===== config.mk =====
export PLATFORM = sky130hd
export DESIGN_NAME = sha256_msg_padder_flat
export DESIGN_NICKNAME = d
export VERILOG_FILES = /design/src/rtl/sha256_pkg.sv /design/src/rtl/sha256_msg_padder_if.sv /design/src/rtl/sha256_msg_padder.sv /design/src/flat_wrapper.sv
export SDC_FILE = /design/constraint.sdc
export NUM_CORES = 1
export LEC_CHECK = 0
export CELL_PAD_IN_SITES_DETAIL_PLACEMENT = 1
export CELL_PAD_IN_SITES_GLOBAL_PLACEMENT = 1
export CORE_ASPECT_RATIO = 0.9
export CORE_MARGIN = 3
export CORE_UTILIZATION = 44
export DETAILED_ROUTE_END_ITERATION = 16
export PLACE_DENSITY = 0.9
export SLEW_MARGIN = 10
export SYNTH_ARGS = -nofsm -noshare
export SYNTH_HDL_FRONTEND = slang
export SYNTH_SLANG_ARGS = --single-unit

===== constraint.sdc =====
create_clock -name clk -period 36.8 [get_ports clk]
set_input_delay 3.68 -clock clk [delete_from_list [all_inputs] [get_ports clk]]
set_output_delay 3.68 -clock clk [all_outputs]
set_load 0.01 [all_outputs]

===== src/rtl/sha256_pkg.sv =====
// Shared types and constants for the SHA-256 message padder.
package sha256_pkg;

  typedef enum logic [1:0] {
    ABSORB,
    PAD,
    LEN,
    EMIT
  } pad_state_t;

  localparam int         BLOCK_BYTES = 64;
  localparam int         LEN_POS     = 56;
  localparam logic [7:0] PAD_MARKER  = 8'h80;

endpackage


===== src/rtl/sha256_msg_padder_if.sv =====
// Byte-stream input and 512-bit block output of the padder.
// master = the padder itself, slave = its producer/consumer environment.
interface sha256_msg_padder_if;

  logic         in_valid;
  logic         in_ready;
  logic [7:0]   in_data;
  logic         in_last;
  logic         blk_valid;
  logic         blk_ready;
  logic [511:0] blk_data;
  logic         blk_first;
  logic         blk_final;

  modport master (
    input  in_valid, in_data, in_last, blk_ready,
    output in_ready, blk_valid, blk_data, blk_first, blk_final
  );

  modport slave (
    output in_valid, in_data, in_last, blk_ready,
    input  in_ready, blk_valid, blk_data, blk_first, blk_final
  );

endinterface


===== src/rtl/sha256_msg_padder.sv =====
// FIPS 180-4 message padder feeding 512-bit blocks to a SHA-256 core.
// Optional: define SHA_PAD_FAST_FILL_EN to complete the zero fill in one PAD cycle.
module sha256_msg_padder
  import sha256_pkg::*;
#(
  parameter int LEN_W = 64
) (
  input logic                 clk,
  input logic                 reset,
  sha256_msg_padder_if.master bus
);

  pad_state_t       state_q, state_d;
  pad_state_t       resume_q, resume_d;
  logic [5:0]       ptr_q, ptr_d;
  logic [LEN_W-1:0] len_q, len_d;
  logic             first_q, first_d;
  logic             marker_done_q, marker_done_d;
  logic             final_q, final_d;
  logic [7:0]       blk_buf_q [BLOCK_BYTES];
  logic [7:0]       blk_buf_d [BLOCK_BYTES];

  logic             accept;
  logic [63:0]      len_field;
  logic [511:0]     blk_flat;

  assign accept    = bus.in_valid && bus.in_ready;
  assign len_field = 64'(len_q);

`ifdef SHA_PAD_FAST_FILL_EN
  // Marker landing past the length slot forces the fill to run to the block end.
  logic fill_to_end;
  assign fill_to_end = (ptr_q >= 6'(LEN_POS));
`endif

  // NOTE: the buffer is reset here so an aborted message can never leak into a later block.
  always_ff @(posedge clk or posedge reset) begin
    if (reset) begin
      state_q       <= ABSORB;
      resume_q      <= ABSORB;
      ptr_q         <= '0;
      len_q         <= '0;
      first_q       <= 1'b1;
      marker_done_q <= 1'b0;
      final_q       <= 1'b0;
      for (int i = 0; i < BLOCK_BYTES; i++) blk_buf_q[i] <= '0;
    end else begin
      // NOTE: non-blocking so every flop samples the pre-edge value of its neighbours.
      state_q       <= state_d;
      resume_q      <= resume_d;
      ptr_q         <= ptr_d;
      len_q         <= len_d;
      first_q       <= first_d;
      marker_done_q <= marker_done_d;
      final_q       <= final_d;
      blk_buf_q     <= blk_buf_d;
    end
  end

  // NOTE: every variable gets its hold value first, so no path can infer a latch.
  always_comb begin
    state_d       = state_q;
    resume_d      = resume_q;
    ptr_d         = ptr_q;
    len_d         = len_q;
    first_d       = first_q;
    marker_done_d = marker_done_q;
    final_d       = final_q;
    blk_buf_d     = blk_buf_q;

    unique case (state_q)
      ABSORB: begin
        if (accept) begin
          blk_buf_d[ptr_q] = bus.in_data;
          ptr_d            = ptr_q + 6'd1;
          len_d            = len_q + LEN_W'(8);
          if (ptr_q == 6'(BLOCK_BYTES - 1)) begin
            state_d  = EMIT;
            final_d  = 1'b0;
            resume_d = bus.in_last ? PAD : ABSORB;
          end else if (bus.in_last) begin
            state_d = PAD;
          end
        end
      end

      PAD: begin
        if (marker_done_q && ptr_q == 6'(LEN_POS)) begin
          state_d = LEN;
        end else begin
`ifdef SHA_PAD_FAST_FILL_EN
          for (int i = 0; i < BLOCK_BYTES; i++) begin
            if (i >= int'(ptr_q) && i <= (fill_to_end ? BLOCK_BYTES - 1 : LEN_POS - 1)) begin
              blk_buf_d[i] = (i == int'(ptr_q) && !marker_done_q) ? PAD_MARKER : 8'h00;
            end
          end
          marker_done_d = 1'b1;
          if (fill_to_end) begin
            state_d  = EMIT;
            final_d  = 1'b0;
            resume_d = PAD;
            ptr_d    = '0;
          end else begin
            state_d = LEN;
            ptr_d   = 6'(LEN_POS);
          end
`else
          blk_buf_d[ptr_q] = marker_done_q ? 8'h00 : PAD_MARKER;
          marker_done_d    = 1'b1;
          ptr_d            = ptr_q + 6'd1;
          if (ptr_q == 6'(BLOCK_BYTES - 1)) begin
            state_d  = EMIT;
            final_d  = 1'b0;
            resume_d = PAD;
          end else if (ptr_q == 6'(LEN_POS - 1)) begin
            // Last fill byte written: go straight to the length without an idle cycle.
            state_d = LEN;
          end
`endif
        end
      end

      LEN: begin
        for (int k = 0; k < 8; k++) blk_buf_d[LEN_POS + k] = len_field[63 - 8*k -: 8];
        state_d = EMIT;
        final_d = 1'b1;
      end

      EMIT: begin
        if (bus.blk_ready) begin
          ptr_d = '0;
          if (final_q) begin
            first_d       = 1'b1;
            len_d         = '0;
            marker_done_d = 1'b0;
            state_d       = ABSORB;
          end else begin
            first_d = 1'b0;
            state_d = resume_q;
          end
        end
      end

      default: state_d = ABSORB;
    endcase
  end

  always_comb begin
    blk_flat = '0;
    for (int i = 0; i < BLOCK_BYTES; i++) blk_flat[511 - 8*i -: 8] = blk_buf_q[i];
  end

  assign bus.in_ready  = !reset && (state_q == ABSORB);
  assign bus.blk_valid = !reset && (state_q == EMIT);
  assign bus.blk_first = bus.blk_valid && first_q;
  assign bus.blk_final = bus.blk_valid && final_q;
  assign bus.blk_data  = blk_flat;

endmodule

===== src/flat_wrapper.sv =====
// flat-port wrapper written by rule: the top's interface ports become plain ports
module sha256_msg_padder_flat import sha256_pkg::*;
#(
  parameter int LEN_W = 64
)
  (clk, reset, bus_in_valid, bus_in_data, bus_in_last, bus_blk_ready, bus_in_ready, bus_blk_valid, bus_blk_data, bus_blk_first, bus_blk_final);
  sha256_msg_padder_if bus_i ();
  input logic clk;
  input logic reset;
  input wire logic [$bits(bus_i.in_valid)-1:0] bus_in_valid;
  input wire logic [$bits(bus_i.in_data)-1:0] bus_in_data;
  input wire logic [$bits(bus_i.in_last)-1:0] bus_in_last;
  input wire logic [$bits(bus_i.blk_ready)-1:0] bus_blk_ready;
  output wire logic [$bits(bus_i.in_ready)-1:0] bus_in_ready;
  output wire logic [$bits(bus_i.blk_valid)-1:0] bus_blk_valid;
  output wire logic [$bits(bus_i.blk_data)-1:0] bus_blk_data;
  output wire logic [$bits(bus_i.blk_first)-1:0] bus_blk_first;
  output wire logic [$bits(bus_i.blk_final)-1:0] bus_blk_final;
  assign bus_i.in_valid = bus_in_valid;
  assign bus_i.in_data = bus_in_data;
  assign bus_i.in_last = bus_in_last;
  assign bus_i.blk_ready = bus_blk_ready;
  assign bus_in_ready = bus_i.in_ready;
  assign bus_blk_valid = bus_i.blk_valid;
  assign bus_blk_data = bus_i.blk_data;
  assign bus_blk_first = bus_i.blk_first;
  assign bus_blk_final = bus_i.blk_final;
  sha256_msg_padder #(.LEN_W(LEN_W)) u_core (.clk(clk), .reset(reset), .bus(bus_i));
endmodule

==> flow_summary.ini <==
[status]
status = finished, final reports clean

[run]
maxCapViolCount = 0

[worst_setup_path]
critical_path_arrival_ns = 5.70
critPathKind = in -> out
critPathLaunchType = input port
endpoint_kind = output port
critPathRequiredTime_ns = 33.12
critPathMaxFanout = 116

[detailed_routing]
wl_per_cell_um = 31.2
drt-total-wl_um = 96100
vias = 18380
drt_iter0_drc = 1432
firstDrtPassIters = 5
drc = 0
antenna_left = 0
viasPerCell = 5.97

[cts]
hold_buffers = 0
cts_buffers = 60
cts_tree = done
numClockSinks = 585
htree_levels = 2
clock_latency_ns = 0.65
path_clk_slew_ns = 0.06
cts_setup_buffers = 0
root_buffer = clkbuf_16
post_cts_resize_count = 0
clock_path_buffers = 3

[floorplanning]
placementRows = 81
fp.dieW_um = 254
core_um2 = 54500
io_pins = 529
die_height_um = 229
design.die.area_um2 = 58100
initial_core_util = 0.446

[timing]
post-route-min-period_ns = 9.38
rsz0062_at_grt = false
slew_violations = 0
period_share = 0.255
setup_slack_ns = 27.42
setup_viol = 0
worst_pin_slew_ns = 1.28
slew_headroom = 0.124
fin_skew_ns = 0.0347
setup_tns_ns = 0
max_freq_mhz = 107
finalHoldViolations = 0

[synthesis]
synth_ff_type = dfrtp_1
synth_area_leaders = dfrtp_1 (60%), mux2_2 (19%), a22o_1 (2.7%)
yosys-top-cells-count = dfrtp_1 (584), mux2_2 (414), a21oi_1 (110)
yosysSeqAreaShare = 0.602
syn_area_per_cell_um2 = 13.4
ys_ff_latch = 585
syn_nets = 1838
yosysTopAreaCell = dfrtp_1
synth_cell_types = 58
async_flop_share = 1.00
yosys_warnings = 0
syn_inst = 1817
synth-edff-count = 0
synth_most_common_cell = dfrtp_1
netlist.area_leader.share = 0.601
syn_area_um2 = 24300

[placement]
dp_hpwl_um = 63700
place_ws_ns = 27.35
finalWeightedCongestion = 0.932
dp_cells = 2968
port_buffers = 528

[global_route]
track_usage = 0.329
overflow = 0
antenna_found_initial = 4
grt_pass1_vias = 20374
grt_pass1_wl_um = 142000
grt_max_degree = 183

[layout]
drive_above_1_share = 0.265
num-nets-final = 2346
area.growth.synth_to_final_pct = 33.2
fin_cells = 3081
final_util = 0.594

[power_and_ir_drop]
ir_drop_mv = 0.0648
powerDensity_nw_per_um2 = 83.8
total_power_mw = 2.71
power_leakage_nw = 14.8

[min_path]
hp-class = reg -> reg
==> layout make-up <==
| type | count | area (µm²) |
|---|---|---|
| Sequential cell | 585 | 14600 |
| Inverter | 17 | 71.3 |
| Clock buffer | 95 | 1850 |
| Fill cell | 5207 | 22100 |
| Clock inverter | 17 | 234 |
| Multi-Input combinational cell | 1109 | 9230 |
| Tap cell | 705 | 882 |
| Antenna cell | 1 | 2.50 |
| Timing Repair Buffer | 552 | 5480 |
==> report_power, final <==
part | leakage [nW] | total [mW] | internal (mW) | switching [mW]
Sequential | 7.99 | 0.976 | 0.829 | 0.147
Combinational | 5.77 | 1.09 | 0.484 | 0.602
Clock | 1.03 | 0.652 | 0.375 | 0.277
Total | 14.8 | 2.71 | 1.69 | 1.03
==> layout by cell type, fill, tap and decap left out, types with 14 or more instances in the layout <==
cell,Yosys,layout
clkdlybuf4s50_1,0,528
xor2_1,17,17
inv_1,17,16
nand4_1,26,26
a21oi_1,110,109
nand3_1,36,36
nor2_1,83,83
o21ai_0,45,45
clkbuf_1,68,14
a22o_1,76,76
dfrtp_1,584,584
clkbuf_16,0,61
o2bb2ai_1,16,16
nor2b_1,21,14
nor2_2,32,32
clkbuf_8,0,20
buf_4,7,23
or3_1,27,27
o31ai_1,16,16
nand2_1,51,51
mux2_2,414,414
==> flip-flops by register name (all words and copies together) (netlist names) <==
signal,cells
u_core.bus.blk_data,512
u_core.final_q,1
u_core.first_q,1
u_core.len_field,61
u_core.marker_done_q,1
u_core.ptr_q,6
u_core.resume_q,1
u_core.state_q,2
==> cell families (layout without fill, tap and decap cells) <==
group | count (synthesis) | after routing | synth area share
other | 0 | 1 | 0
XOR/XNOR | 17 | 17 | 0.00612
AO/OA/AOI/OAI | 294 | 294 | 0.0827
flip-flops | 585 | 585 | 0.602
multiplexers | 423 | 423 | 0.196
AND/OR/NAND/NOR | 367 | 367 | 0.0884
buffers and inverters | 123 | 681 | 0.0209
adder cells (fa/ha/maj) | 8 | 8 | 0.00412
==> final timing paths <==
check | startpoint | end | slack, ns | cells after the start
setup / recovery | reset | bus_blk_final | 27.42 | 4
hold / removal | u_core.first_q | u_core.first_q | 0.48 | 2
setup reg to reg | u_core.state_q[1] | u_core.len_field[57] | 33.27 | 8
hold reg to reg | u_core.first_q | u_core.first_q | 0.48 | 2
max in group asynchronous | reset | u_core.bus.blk_data[70] | 28.77 | 6
min in group asynchronous | reset | u_core.bus.blk_data[249] | 3.74 | 2
==> per-layer routing <==
layer / GRT usage / share of wire / vias up
li1: - / - / 7552
met1: 0.396 / 0.38 / 9791
met2: 0.562 / 0.50 / 782
met3: 0.0778 / 0.069 / 251
met4: 0.150 / 0.053 / 4
met5: 0 / 0.00027 / -
==> metrics by stage <==
stage	instance area, µm²	hold WS (ns)
5_1_grt	32400	0.503
3_3_place_gp	30300	0.460
4_1_cts	32400	0.485
3_5_place_dp	30300	0.474
2_1_floorplan	24300	0.436
6_report	32400	0.483
==> worst max-delay path: stages <==
cell             delay, ns
clkdlybuf4s50_1       0.58
inv_8                 0.61
and3_1                0.26
clkdlybuf4s50_1       0.54
Note: power is estimated with default switching activity, not from simulation.
